`config.mk`:
```
export PLATFORM = sky130hd
export DESIGN_NAME = memory_stage
export DESIGN_NICKNAME = d
export VERILOG_FILES = /design/src/rtl/rvga_types_pkg.sv /design/src/rtl/dff.sv /design/src/rtl/rvga_lsu_align.sv /design/src/rtl/memory_stage.sv
export SDC_FILE = /design/constraint.sdc
export NUM_CORES = 1
export LEC_CHECK = 0
export CORE_AREA = 8 8 139 141
export CTS_CLUSTER_DIAMETER = 200
export DETAILED_ROUTE_END_ITERATION = 8
export DIE_AREA = 0 0 147 149
export PLACE_DENSITY_LB_ADDON = 0.25
export SLEW_MARGIN = 20
export SYNTH_ARGS = -nofsm -noshare
export SYNTH_HDL_FRONTEND = slang
export SYNTH_HIERARCHICAL = 1
export SYNTH_SLANG_ARGS = --single-unit
```
`constraint.sdc`:
```
create_clock -name clk_i -period 2.4 [get_ports clk_i]
set_clock_uncertainty 0.15 [all_clocks]
set_input_delay 0.24 -clock clk_i [delete_from_list [all_inputs] [get_ports clk_i]]
set_output_delay 0.24 -clock clk_i [all_outputs]
set_load 0.1 [all_outputs]
```
`src/rtl/rvga_types_pkg.sv`:
```
// Shared pipeline types: control word, memory-stage FSM states, load/store funct3 codes.
package rvga_types;

    // Control word passed down the pipeline from execute.
    typedef struct packed {
        logic [4:0] rd_addr;
        logic       rd_w_v;
        logic [2:0] funct3;
        logic       dmem_r_v;
        logic       dmem_w_v;
    } rvga_cword;

    localparam int unsigned cword_width_lp = $bits(rvga_cword);

    typedef enum logic [1:0] {
        mem_idle_s,
        mem_req_s,
        mem_wait_s,
        mem_done_s
    } rvga_mem_state_e;

    localparam logic [2:0] funct3_lb_lp  = 3'b000;
    localparam logic [2:0] funct3_lh_lp  = 3'b001;
    localparam logic [2:0] funct3_lw_lp  = 3'b010;
    localparam logic [2:0] funct3_lbu_lp = 3'b100;
    localparam logic [2:0] funct3_lhu_lp = 3'b101;
    localparam logic [2:0] funct3_sb_lp  = 3'b000;
    localparam logic [2:0] funct3_sh_lp  = 3'b001;
    localparam logic [2:0] funct3_sw_lp  = 3'b010;

endpackage

```
`src/rtl/dff.sv`:
```
// Enabled register with asynchronous active-high clear.
// Ports: clk_i, rst_i, en_i (load enable), d_i, q_o.
module dff #(
    parameter int unsigned width_p = 1
) (
    input  logic               clk_i,
    input  logic               rst_i,
    input  logic               en_i,
    input  logic [width_p-1:0] d_i,
    output logic [width_p-1:0] q_o
);

    always_ff @(posedge clk_i or posedge rst_i) begin
        if (rst_i) begin
            q_o <= '0;
        end else if (en_i) begin
            q_o <= d_i;
        end
    end

endmodule

```
`src/rtl/rvga_lsu_align.sv`:
```
// Combinational load/store alignment: store lane replication and byte enables,
// load extraction with sign/zero extension, and misalignment detection.
// Ports: funct3_i, offset_i (addr[1:0]), mem_v_i (op is a load or store),
//        st_data_i, ld_word_i in; st_data_o, st_mask_o, ld_data_o, misaligned_o out.
module rvga_lsu_align
    import rvga_types::*;
#(
    parameter int unsigned width_p = 32
) (
    input  logic [2:0]         funct3_i,
    input  logic [1:0]         offset_i,
    input  logic               mem_v_i,
    input  logic [width_p-1:0] st_data_i,
    input  logic [width_p-1:0] ld_word_i,
    output logic [width_p-1:0] st_data_o,
    output logic [3:0]         st_mask_o,
    output logic [width_p-1:0] ld_data_o,
    output logic               misaligned_o
);

    logic [width_p-1:0] byte_shift;
    logic [width_p-1:0] half_shift;
    logic [7:0]         ld_byte;
    logic [15:0]        ld_half;

    // Bring the addressed byte/half down to bit 0.
    assign byte_shift = ld_word_i >> {offset_i, 3'b000};
    assign half_shift = ld_word_i >> {offset_i[1], 4'b0000};
    assign ld_byte    = byte_shift[7:0];
    assign ld_half    = half_shift[15:0];

    // Store byte enables and lane-replicated data.
    always_comb begin
        st_mask_o = 4'b1111;
        st_data_o = st_data_i;
        case (funct3_i[1:0])
            funct3_sb_lp[1:0]: begin
                st_mask_o = 4'b0001 << offset_i;
                st_data_o = {4{st_data_i[7:0]}};
            end
            funct3_sh_lp[1:0]: begin
                st_mask_o = 4'b0011 << offset_i;
                st_data_o = {2{st_data_i[15:0]}};
            end
            default: ;
        endcase
    end

    // Load extension.
    always_comb begin
        ld_data_o = ld_word_i;
        case (funct3_i)
            funct3_lb_lp:  ld_data_o = {{24{ld_byte[7]}}, ld_byte};
            funct3_lh_lp:  ld_data_o = {{16{ld_half[15]}}, ld_half};
            funct3_lbu_lp: ld_data_o = {24'h0, ld_byte};
            funct3_lhu_lp: ld_data_o = {16'h0, ld_half};
            default:       ld_data_o = ld_word_i;
        endcase
    end

    // Halfwords need even offsets, words need offset 0.
    assign misaligned_o = mem_v_i &
                          (((funct3_i[1:0] == 2'b01) & offset_i[0]) |
                           ((funct3_i[1:0] == 2'b10) & (offset_i != 2'b00)));

endmodule

```
`src/rtl/memory_stage.sv`:
```
// Memory pipeline stage: registers execute outputs, runs the data-memory
// valid/ready handshake, aligns load data and selects the writeback value.
// Ports: clk_i, rst_i, stall_v_i, cword_i, alu_result_i, st_data_i in;
//        cword_o, rd_data_o, memory_rd_data_o, stall_v_o, misaligned_v_o out;
//        dmem_* request/response interface to data memory.
module memory_stage
    import rvga_types::*;
#(
    parameter int unsigned width_p = 32
) (
    input  logic                      clk_i,
    input  logic                      rst_i,
    input  logic                      stall_v_i,
    input  logic [cword_width_lp-1:0] cword_i,
    input  logic [width_p-1:0]        alu_result_i,
    input  logic [width_p-1:0]        st_data_i,
    output logic [cword_width_lp-1:0] cword_o,
    output logic [width_p-1:0]        rd_data_o,
    output logic [width_p-1:0]        memory_rd_data_o,
    output logic                      stall_v_o,
    output logic                      misaligned_v_o,
    output logic                      dmem_v_o,
    output logic                      dmem_w_v_o,
    output logic [width_p-1:0]        dmem_addr_o,
    output logic [width_p-1:0]        dmem_data_o,
    output logic [3:0]                dmem_mask_o,
    input  logic                      dmem_ready_i,
    input  logic                      dmem_resp_v_i,
    input  logic [width_p-1:0]        dmem_data_i
);

    logic [cword_width_lp-1:0] cword_q;
    rvga_cword                 cword_r;
    logic [width_p-1:0]        alu_result_r;
    logic [width_p-1:0]        st_data_r;
    logic [width_p-1:0]        ld_data_r;
    rvga_mem_state_e           state_r;
    rvga_mem_state_e           accept_state;

    logic               mem_v;
    logic               pending;
    logic               misaligned;
    logic               issue;
    logic               handshake;
    logic               resp;
    logic [width_p-1:0] st_data_aligned;
    logic [3:0]         st_mask;
    logic [width_p-1:0] ld_aligned;

    // Input registers hold while the pipeline is stalled.
    dff #(.width_p(cword_width_lp)) cword_reg (
        .clk_i(clk_i), .rst_i(rst_i), .en_i(~stall_v_i), .d_i(cword_i), .q_o(cword_q)
    );
    dff #(.width_p(width_p)) alu_reg (
        .clk_i(clk_i), .rst_i(rst_i), .en_i(~stall_v_i), .d_i(alu_result_i), .q_o(alu_result_r)
    );
    dff #(.width_p(width_p)) st_reg (
        .clk_i(clk_i), .rst_i(rst_i), .en_i(~stall_v_i), .d_i(st_data_i), .q_o(st_data_r)
    );

    assign cword_r = cword_q;

    rvga_lsu_align #(.width_p(width_p)) align (
        .funct3_i    (cword_r.funct3),
        .offset_i    (alu_result_r[1:0]),
        .mem_v_i     (mem_v),
        .st_data_i   (st_data_r),
        .ld_word_i   (dmem_data_i),
        .st_data_o   (st_data_aligned),
        .st_mask_o   (st_mask),
        .ld_data_o   (ld_aligned),
        .misaligned_o(misaligned)
    );

    assign mem_v     = cword_r.dmem_r_v | cword_r.dmem_w_v;
    assign pending   = mem_v & (state_r != mem_done_s);
    assign issue     = pending & ~misaligned;
    assign dmem_v_o  = ((state_r == mem_idle_s) & issue) | (state_r == mem_req_s);
    assign handshake = dmem_v_o & dmem_ready_i;
    assign resp      = (state_r == mem_wait_s) & dmem_resp_v_i;

    // Stall drops on the store handshake and on the load response cycle.
    assign stall_v_o = issue & ~(handshake & cword_r.dmem_w_v) & ~resp;

    assign misaligned_v_o   = misaligned;
    assign cword_o          = cword_q;
    assign memory_rd_data_o = alu_result_r;
    assign dmem_w_v_o       = dmem_v_o & cword_r.dmem_w_v;
    assign dmem_addr_o      = {alu_result_r[width_p-1:2], 2'b00};
    assign dmem_data_o      = dmem_v_o ? st_data_aligned : '0;
    assign dmem_mask_o      = dmem_v_o ? st_mask : 4'b0000;

    // Writeback value: bypass on response, captured data after, else ALU.
    always_comb begin
        rd_data_o = alu_result_r;
        if (cword_r.dmem_r_v & misaligned) begin
            rd_data_o = '0;
        end else if (cword_r.dmem_r_v & resp) begin
            rd_data_o = ld_aligned;
        end else if (cword_r.dmem_r_v & (state_r == mem_done_s)) begin
            rd_data_o = ld_data_r;
        end
    end

    // A completed access only parks in DONE if the instruction is still held;
    // otherwise the next instruction loads now and must start from IDLE.
    always_comb begin
        accept_state = mem_wait_s;
        if (cword_r.dmem_w_v) begin
            accept_state = stall_v_i ? mem_done_s : mem_idle_s;
        end
    end

    always_ff @(posedge clk_i or posedge rst_i) begin
        if (rst_i) begin
            state_r   <= mem_idle_s;
            ld_data_r <= '0;
        end else begin
            case (state_r)
                mem_idle_s: begin
                    if (issue & dmem_ready_i) begin
                        state_r <= accept_state;
                    end else if (issue) begin
                        state_r <= mem_req_s;
                    end
                end
                mem_req_s: begin
                    if (dmem_ready_i) begin
                        state_r <= accept_state;
                    end
                end
                mem_wait_s: begin
                    if (dmem_resp_v_i) begin
                        ld_data_r <= ld_aligned;
                        state_r   <= stall_v_i ? mem_done_s : mem_idle_s;
                    end
                end
                mem_done_s: begin
                    if (~stall_v_i) begin
                        state_r <= mem_idle_s;
                    end
                end
                default: state_r <= mem_idle_s;
            endcase
        end
    end

endmodule

```
==> run_results.csv, run 1 <==
group,metric,value,unit
outcome,status,"finished, violations left",
outcome,violations,"setup timing",
worst_setup_path,worstPathRequired,2010,ps
timing,slew_headroom,60.2,%
global_routing,track_usage,21.5,%
timing,rsz0062_at_grt,"yes",
timing,worst_pin_slew,595,ps
timing,setup_viol,70,
timing,slew_violations,0,
job,max-cap-violations,0,
synthesis,synthTopCellsByCount,"109 x dfrtp_1, 70 x mux2_4, 44 x buf_4",
cells_and_area,drive_above_1_share,53.2,%
global_routing,grt_first_pass_wirelength,37100,um
power_and_ir_drop,irDropWorstVdd,0.000853,V
route,drtAntennaViolNets,0,
place,portBuffers,256,
cts,cts_buffers,9,
synthesis,synth_mux_area_share,28.4,%
route,avgRoutedWirePerCell,21.8,um
worst_setup_path,cp.arrival,2400,ps
die,coreArea,17100,um^2
cts,cts_hold_buf,0,
timing,setup_slack,-393,ps
synthesis,seq_area_frac_synth,39.7,%
power_and_ir_drop,p_leak,5.12,nW
cts,htree_num_levels,3,
die,start_util,40.3,%
route,drtIter0Drc,282,
die,rows,48,
die,die_area,21900,um^2
global_routing,grt_pass1_vias,6424,
timing,finalCriticalPeriod,2790,ps
cts,cts_buffer_depth,2,
synthesis,synth.most_common_cell,"dfrtp_1",
synthesis,syn_area_per_cell,11.1,um^2
cells_and_area,syn2layout_area_growth,65.1,%
cts,cts_root_buf,"clkbuf_16",
route,routed_wl,24000,um
worst_setup_path,critPathMaxFanout,8,
synthesis,synth_fa_ha_area_share,0,%
synthesis,synthDistinctLibCells,42,
route,viasPerCell,5.25,
worst_setup_path,r2r-start,"alu_reg/q_o[0]",
worst_setup_path,critPathKind,"reg -> out",
synthesis,synth_ff_type,"dfrtp_1",
synthesis,synth_top_area_cell,"dfrtp_1",
synthesis,yosys.area_share.simple,9.77,%
timing,hold_slack,124,ps
global_routing,antenna_found_initial,2,
worst_setup_path,r2r_cells,6,
timing,max_freq,0.358,GHz
place,dp_hpwl,17400,um
die,die_w,147,um
timing,hold_viol,0,
worst_setup_path,reg2reg_to,"ld_data_r[13]",
cts,clock-sinks,109,
timing,fin_tns_setup,-20510,ps
worst_setup_path,end_kind,"primary output",
synthesis,synth_compound_area_share,12.2,%
cells_and_area,layout.nets,981,
synthesis,syn_area,6880,um^2
cells_and_area,final.fill_count,1280,
synthesis,synth_area_leaders,"dfrtp_1 40%, mux2_4 15%, mux2_2 5.9%",
route,vias,5780,
place,pre_cts_ws,-329,ps
synthesis,ys_ff_latch,109,
synthesis,syn_inst,622,
synthesis,synth_edf_count,0,
worst_setup_path,reg2reg_setup_slack,70,ps
route,remaining_drc_errors,0,
global_routing,grt-ovfl-total,0,
synthesis,netlist.area_leader.share,39.7,%
timing,finalCritPeriodShare,116,%
place,place_congestion,0.834,
min_path,hp-class,"in -> async",
die,die_h,149,um
cts,cts_tree,"built",
global_routing,grt_max_degree,36,
cts,worstSkewPairLatency,350,ps
power_and_ir_drop,p_per_area,1210,nW/um^2
die,ioPinCount,259,
route,firstDrtPassIters,4,
cells_and_area,stdcell_count,1100,
worst_setup_path,setup.worst_path.start_class,"flip-flop",
synthesis,synth-async-reset-ratio,100,%
place,dp_cells,1060,
synthesis,synth_xor_area_share,0,%
synthesis,synthesis.yosys.warnings,6,
synthesis,synth_top_family_by_area,"multiplexers",
cts,clkTransAtPathRegs,70,ps
registers in the layout (all words and copies together), names as in the netlist:
signal         count
alu_reg/q_o       32
ld_data_r         32
st_reg/q_o        32
cword_reg/q_o     11
state_r            2
layer usage:
metal / wire [um] / global-route usage [%]
met4: 507 / 6.12
met3: 2160 / 8.77
met2: 12000 / 37.0
met1: 9260 / 24.2
met5: 13 / 0
critical path, stage by stage (launching register included):
cell and delay (ps):
dfrtp_4 450, mux4_2 510, and3b_2 290, a221o_1 310, o21ai_1 150, buf_4 140
nor2_4 30, buf_12 170
placed cells by master, fill, tap and decap left out, drive strengths merged, types with 4 or more instances in the layout:
cell type / Yosys / final
inv: 7 / 9
nand2: 28 / 28
a21oi: 12 / 12
o22a: 8 / 8
mux2i: 27 / 27
and2: 39 / 39
clkdlybuf4s50: 0 / 111
dfrtp: 109 / 109
nand3b: 8 / 8
o21ai: 62 / 62
nor2: 34 / 34
or2: 4 / 4
o22ai: 30 / 30
mux2: 124 / 125
buf: 70 / 212
clkbuf: 20 / 11
a221o: 8 / 8
a22o: 8 / 8
nor2b: 9 / 9
cell families (layout without fill, tap and decap cells):
family,Yosys count,after routing
AOI/OAI and AO/OA,135,135
buffers and inverters,97,347
DFF,109,109
muxes,152,153
other,1,3
and+or+nand+nor,128,128
worst max path at each step:
| stage | from | end | slack (ps) | cells past startpoint |
|---|---|---|---|---|
| 2_1_floorplan | alu_reg/q_o[1] | rd_data_o[30] | -350 | 9 |
| 3_3_place_gp | dmem_data_i[23] | rd_data_o[8] | -240 | 8 |
| 3_5_place_dp | dmem_data_i[31] | rd_data_o[11] | -330 | 8 |
| 4_1_cts | alu_reg/q_o[0] | rd_data_o[11] | -410 | 7 |
| 5_1_grt | alu_reg/q_o[0] | rd_data_o[11] | -470 | 7 |
| 6_report | alu_reg/q_o[0] | rd_data_o[11] | -390 | 7 |
area by class of cell:
| cell class | count | area (um^2) | share of cell area (%) |
|---|---|---|---|
| Antenna cell | 1 | 2.50 | 0.0220 |
| Multi-Input combinational cell | 418 | 4090 | 36.0 |
| Clock inverter | 6 | 93.8 | 0.826 |
| Sequential cell | 109 | 2750 | 24.2 |
| Tap cell | 225 | 282 | 2.48 |
| Timing Repair Buffer | 324 | 3890 | 34.2 |
| Clock buffer | 10 | 229 | 2.02 |
| Inverter | 7 | 28.8 | 0.253 |
repair_timing:
action | CTS | global route
endpoints found under the hold margin | 0 | 0
resized for setup | 82 | 24
setup buffers | 15 | 7
cloned | 6 | 1
pin swaps | 22 | 5
setup endpoints to repair | 71 | 72
per-stage QoR:
stage | total power, mW | util, % | area [um^2]
after floorplan | 8.77 | - | 7350
after global placement | 11.5 | 61.4 | 10500
after detailed placement | 11.6 | 61.4 | 10500
after CTS | 13.7 | 66.0 | 11200
after global routing | 14.3 | 66.6 | 11400
final | 13.8 | 66.6 | 11400
power breakdown:
group / total [mW] / internal, mW / switching [mW]
Clock: 1.64 / 0.926 / 0.717
Sequential: 2.55 / 2.24 / 0.303
Combinational: 9.57 / 3.64 / 5.92
Total: 13.8 / 6.81 / 6.95
No activity file was read; power rests on OpenSTA's default activity.
==> run 2, diff against run 1 <==
- CORE_AREA: 8 8 139 141 -> 8 8 133 135
- DIE_AREA: 0 0 147 149 -> 0 0 141 143
- DONT_BUFFER_PORTS: not set -> 1
==> run_results.csv, run 2 (synthesis results as in run 1) <==
group,metric,value,unit
cts,cts_tree,"built",
cts,cts_root_buf,"clkbuf_16",
die,die_w,141,um
global_routing,grt_first_pass_wirelength,33400,um
cells_and_area,syn2layout_area_growth,46.7,%
route,wl_met2,11800,um
place,place_congestion,0.797,
cts,clock-sinks,109,
die,start_util,44.1,%
place,pre_cts_ws,-62.9,ps
route,vias,5419,
cells_and_area,top_regs,"alu_reg/q_o x32, ld_data_r x32, st_reg/q_o x32",
global_routing,grt_pass1_vias,5776,
cells_and_area,drive_above_1_share,54.9,%
die,rows,46,
cts,cts_buffer_depth,2,
outcome,status,"finished, violations left",
job,max-cap-violations,0,
place,place_area,8380,um^2
cts,worstSkewPairLatency,360,ps
timing,finalCritPeriodShare,116,%
place,dp_hpwl,15300,um
power_and_ir_drop,irDropWorstVdd,0.000823,V
route,avgRoutedWirePerCell,23.4,um
worst_setup_path,worst-path-buf-inv,3,
timing,fin_tns_setup,-21270,ps
worst_setup_path,cp_slowest_cell,"dfrtp_4",
route,drtAntennaViolNets,0,
timing,slew_headroom,38.4,%
power_and_ir_drop,p_leak,4.47,nW
timing,max_freq,0.360,GHz
timing,setup_slack,-377,ps
timing,setup_viol,70,
cts,clkTransAtPathRegs,70,ps
die,coreArea,15600,um^2
cts,htree_num_levels,3,
place,portBuffers,0,
die,ioPinCount,259,
worst_setup_path,worstPathRequired,2010,ps
worst_setup_path,cp_cell_sequence,"buf_6 -> nor2_4 -> o22ai_2 -> and2_4 -> o21bai_4 -> a21oi_4 -> buf_6 -> clkbuf_16 -> and2_4",
outcome,violations,"setup timing",
cells_and_area,layout.nets,869,
die,die_area,20200,um^2
timing,worst_pin_slew,924,ps
cells_and_area,final_cell_mix,"77 x dlygate4sd3_1, 73 x dfrtp_1, 70 x mux2_4",
timing,slew_violations,0,
worst_setup_path,critPathMaxFanout,5,
cells_and_area,fin_area,10100,um^2
route,top_layer_used,"met4",
worst_setup_path,critPathKind,"reg -> out",
global_routing,grt-ovfl-total,0,
min_path,hp-class,"in -> reg",
worst_setup_path,cp_top_family,"simple AND/OR/NAND/NOR gates",
global_routing,track_usage,21.5,%
place,dp_cells,861,
cells_and_area,stdcell_count,978,
cts,cts_buffers,9,
worst_setup_path,cp.arrival,2390,ps
global_routing,grt_max_degree,36,
timing,hold_viol,0,
route,routed_wl,22800,um
timing,rsz0062_at_grt,"yes",
cells_and_area,layout_commonest_cell,"dlygate4sd3_1",
route,drtIter0Drc,309,
die,die_h,143,um
cells_and_area,antenna_cells,0,
worst_setup_path,max_stage_delay,500,ps
route,remaining_drc_errors,0,
route,met1_length,8690,um
route,dr_wl_met3,2000,um
timing,finalCriticalPeriod,2780,ps
power_and_ir_drop,finalPower,12.6,mW
route,firstDrtPassIters,5,
global_routing,antenna_found_initial,0,
power_and_ir_drop,p_per_area,1250,nW/um^2
worst_setup_path,end_kind,"primary output",
worst_setup_path,setup.worst_path.start_class,"flip-flop",
route,viasPerCell,5.54,
-- run 2: path summary, 6_finish.rpt --
kind                                 from               end  slack (ps)  cells past startpoint
max                        alu_reg/q_o[0]    dmem_data_o[3]        -380                      9
min                         dmem_resp_v_i        state_r[0]          10                      3
max reg2reg                alu_reg/q_o[0]     ld_data_r[13]         170                      5
min reg2reg                 ld_data_r[22]     ld_data_r[22]         350                      1
max in group asynchronous           rst_i   alu_reg/q_o[18]        1380                      3
min in group asynchronous           rst_i  cword_reg/q_o[2]         260                      2
-- run 2: layout make-up --
cell class,instances,area [um^2]
inverter,7,31.3
multi-input combinational,417,4130
fill,1139,5510
clock buffer,12,236
tap,216,270
timing repair buffer,213,2620
clock inverter,4,25.0
sequential,109,2780
-- run 2: where the power goes --
group          leakage, nW  switching, mW  internal [mW]
Clock                0.123          0.696          0.704
Combinational         3.09           5.70           2.88
Sequential            1.26          0.367           2.25
-- run 2: worst min-delay path: cells and delay by family --
family	cells	cell delay, ps
AOI/OAI and AO/OA	2	120
and+or+nand+nor	1	120
-- run 2: what timing repair did --
| item | 4_1_cts | 5_1_grt |
|---|---|---|
| setup endpoints to repair | 70 | 70 |
| buffers inserted | 8 | 8 |
| endpoints found under the hold margin | 186 | 0 |
| gates resized for setup | 44 | 66 |
| pin swaps | 18 | 16 |
| hold buffers | 77 | 0 |
| cloned | 4 | 5 |
-- run 2: metal layers --
layer | vias up | GRT usage (%)
li1 | 2437 | -
met1 | 2716 | 23.7
met2 | 243 | 38.3
met3 | 23 | 7.85
met4 | 0 | 5.49
met5 | - | 0
-- run 2: stage by stage --
step                      utilization [%]  hold slack, ps
after detailed placement             53.7            13.2
after global placement               53.7            8.69
final                                64.7            10.9
after global routing                 64.7            14.3
after floorplan                         -           -57.7
after CTS                            62.0            14.8
==> run 3, diff against run 2 <==
--- a/config.mk
+++ b/config.mk
@@ -7,6 +7,6 @@
 export LEC_CHECK = 0
-export CORE_AREA = 8 8 133 135
+export CORE_AREA = 2 2 127 129
 export CTS_CLUSTER_DIAMETER = 200
 export DETAILED_ROUTE_END_ITERATION = 8
-export DIE_AREA = 0 0 141 143
+export DIE_AREA = 0 0 129 131
 export DONT_BUFFER_PORTS = 1
==> constraint.sdc (replaced) <==
create_clock -name clk_i -period 2.35 [get_ports clk_i]
set_clock_uncertainty 0.15 [all_clocks]
set_input_delay 0.5875 -clock clk_i [delete_from_list [all_inputs] [get_ports clk_i]]
set_output_delay 0.5875 -clock clk_i [all_outputs]
set_load 0.1 [all_outputs]
==> run_results.csv, run 3 (synthesis results as in run 1) <==
group,metric,value,unit
die,rows,46,
route,drtIter0Drc,194,
global_routing,track_usage,23.5,%
cts,cts_buffers,9,
worst_setup_path,r2r-start,"alu_reg/q_o[0]",
power_and_ir_drop,irDropWorstVdd,0.000881,V
die,die_h,131,um
cells_and_area,fin_area,9210,um^2
global_routing,grt_max_degree,50,
route,avgRoutedWirePerCell,22.0,um
timing,slew_violations,0,
place,portBuffers,0,
timing,setup_slack,-783,ps
cts,htree_num_levels,3,
global_routing,grt_pass1_vias,5365,
die,start_util,44.1,%
cts,cts_tree,"built",
timing,max_freq,0.319,GHz
power_and_ir_drop,p_leak,4.12,nW
power_and_ir_drop,p_per_area,1340,nW/um^2
worst_setup_path,reg2reg_to,"ld_data_r[10]",
place,pre_cts_ws,-615,ps
cells_and_area,drive_above_1_share,61.1,%
cts,worstSkewPairLatency,350,ps
cells_and_area,final.fill_count,1255,
route,firstDrtPassIters,6,
place,dp_hpwl,14000,um
timing,finalCritPeriodShare,133,%
worst_setup_path,end_kind,"primary output",
cts,clock-sinks,109,
timing,rsz0062_at_grt,"yes",
timing,worst_pin_slew,938,ps
die,die_area,16900,um^2
cells_and_area,layout.nets,794,
power_and_ir_drop,finalPower,12.3,mW
route,remaining_drc_errors,0,
die,ioPinCount,259,
route,routed_wl,19900,um
place,dp_cells,874,
global_routing,grt_first_pass_wirelength,30300,um
worst_setup_path,critPathMaxFanout,8,
worst_setup_path,max_stage_delay,520,ps
cts,cts_buffer_depth,2,
outcome,status,"finished, violations left",
worst_setup_path,worstPathRequired,1610,ps
cts,cts_root_buf,"clkbuf_16",
route,viasPerCell,5.60,
route,drtAntennaViolNets,0,
worst_setup_path,cp_cell_sequence,"mux4_2 -> and3b_2 -> a221o_1 -> o21ai_1 -> buf_4 -> nor2_4 -> buf_12",
job,max-cap-violations,0,
cells_and_area,antenna_cells,0,
global_routing,grt-ovfl-total,0,
die,die_w,129,um
route,vias,5059,
timing,finalCriticalPeriod,3130,ps
worst_setup_path,r2r_cells,5,
cells_and_area,top_regs,"alu_reg/q_o x32, ld_data_r x32, st_reg/q_o x32",
place,place_congestion,0.819,
die,coreArea,15600,um^2
cells_and_area,syn2layout_area_growth,33.9,%
global_routing,antenna_found_initial,0,
worst_setup_path,cp_slowest_cell,"mux4_2",
cells_and_area,layout_commonest_cell,"buf_4",
timing,slew_headroom,37.4,%
cts,clkTransAtPathRegs,70,ps
worst_setup_path,critPathKind,"reg -> out",
outcome,violations,"setup timing",
place,place_area,8420,um^2
timing,hold_viol,0,
cells_and_area,final_cell_mix,"80 x buf_4, 73 x dfrtp_1, 72 x mux2_4",
min_path,hp-class,"in -> async",
worst_setup_path,setup.worst_path.start_class,"flip-flop",
cells_and_area,stdcell_count,903,
timing,setup_viol,72,
worst_setup_path,reg2reg_setup_slack,130,ps
worst_setup_path,cp.arrival,2400,ps
## run 3: cell types whose count changed in the layout (fill, tap and decap cells not counted), sizes merged
cell / before / now
clkinv: 2 / 4
dlygate4sd3: 77 / 1
inv: 7 / 8
clkbuf: 16 / 10
mux2: 124 / 125
buf: 132 / 135
## run 3: stage by stage
| step | TNS [ps] | utilization (%) | hold WS [ps] |
|---|---|---|---|
| 6_report | -49230 | 59.0 | 45.2 |
| 2_1_floorplan | -48210 | - | 290 |
| 3_5_place_dp | -25510 | 54.0 | 342 |
| 5_1_grt | -55840 | 59.0 | 71.0 |
| 4_1_cts | -49640 | 58.5 | 52.3 |
| 3_3_place_gp | -25120 | 54.0 | 328 |
## run 3: repair_timing
| item | in CTS | in global routing |
|---|---|---|
| resized for setup | 85 | 13 |
| hold buffers | 1 | 0 |
| buffers inserted | 7 | 2 |
| pin swaps | 11 | 5 |
| endpoints found under the setup margin | 72 | 72 |
| endpoints found under the hold margin | 11 | 0 |
| gates cloned | 4 | 1 |
## run 3: critical path: cells and delay by family, from the launching register on
family                 cells  cell delay (ps)
and+or+nand+nor            2              320
muxes                      1              520
buffers and inverters      2              310
AOI/OAI and AO/OA          2              460
DFF                        1              440
## run 3: worst max path at each step
| stage | slack, ps | from | cells after the start | to |
|---|---|---|---|---|
| after floorplan | -740 | alu_reg/q_o[1] | 9 | rd_data_o[30] |
| after global placement | -590 | dmem_data_i[31] | 7 | rd_data_o[15] |
| after detailed placement | -610 | dmem_data_i[31] | 7 | rd_data_o[15] |
| after CTS | -800 | alu_reg/q_o[0] | 7 | rd_data_o[15] |
| after global routing | -870 | alu_reg/q_o[0] | 7 | rd_data_o[8] |
| final | -780 | alu_reg/q_o[0] | 7 | rd_data_o[15] |
## run 3: layer usage
| layer | vias to the layer above | track usage [%] | wire length (um) |
|---|---|---|---|
| met5 | - | 0 | 0 |
| met4 | 0 | 8.76 | 590 |
| met3 | 37 | 7.57 | 1620 |
| met2 | 219 | 42.0 | 10300 |
| met1 | 2514 | 26.3 | 7430 |
| li1 | 2289 | - | - |
## run 3: report_power, final
group / total [mW] / leakage (nW) / internal, mW / switching, mW
Sequential: 2.65 / 1.26 / 2.30 / 0.351
Combinational: 8.23 / 2.73 / 2.60 / 5.63
Clock: 1.46 / 0.132 / 0.724 / 0.734
Total: 12.3 / 4.12 / 5.62 / 6.71
## run 3: cell type report
type / instances / area [um^2] / area share (%)
Tap cell: 216 / 270 / 2.93
Multi-Input combinational cell: 418 / 4110 / 44.7
Clock inverter: 7 / 51.3 / 0.557
Sequential cell: 109 / 2780 / 30.2
Timing Repair Buffer: 137 / 1740 / 18.8
Inverter: 7 / 31.3 / 0.340
Clock buffer: 9 / 225 / 2.45
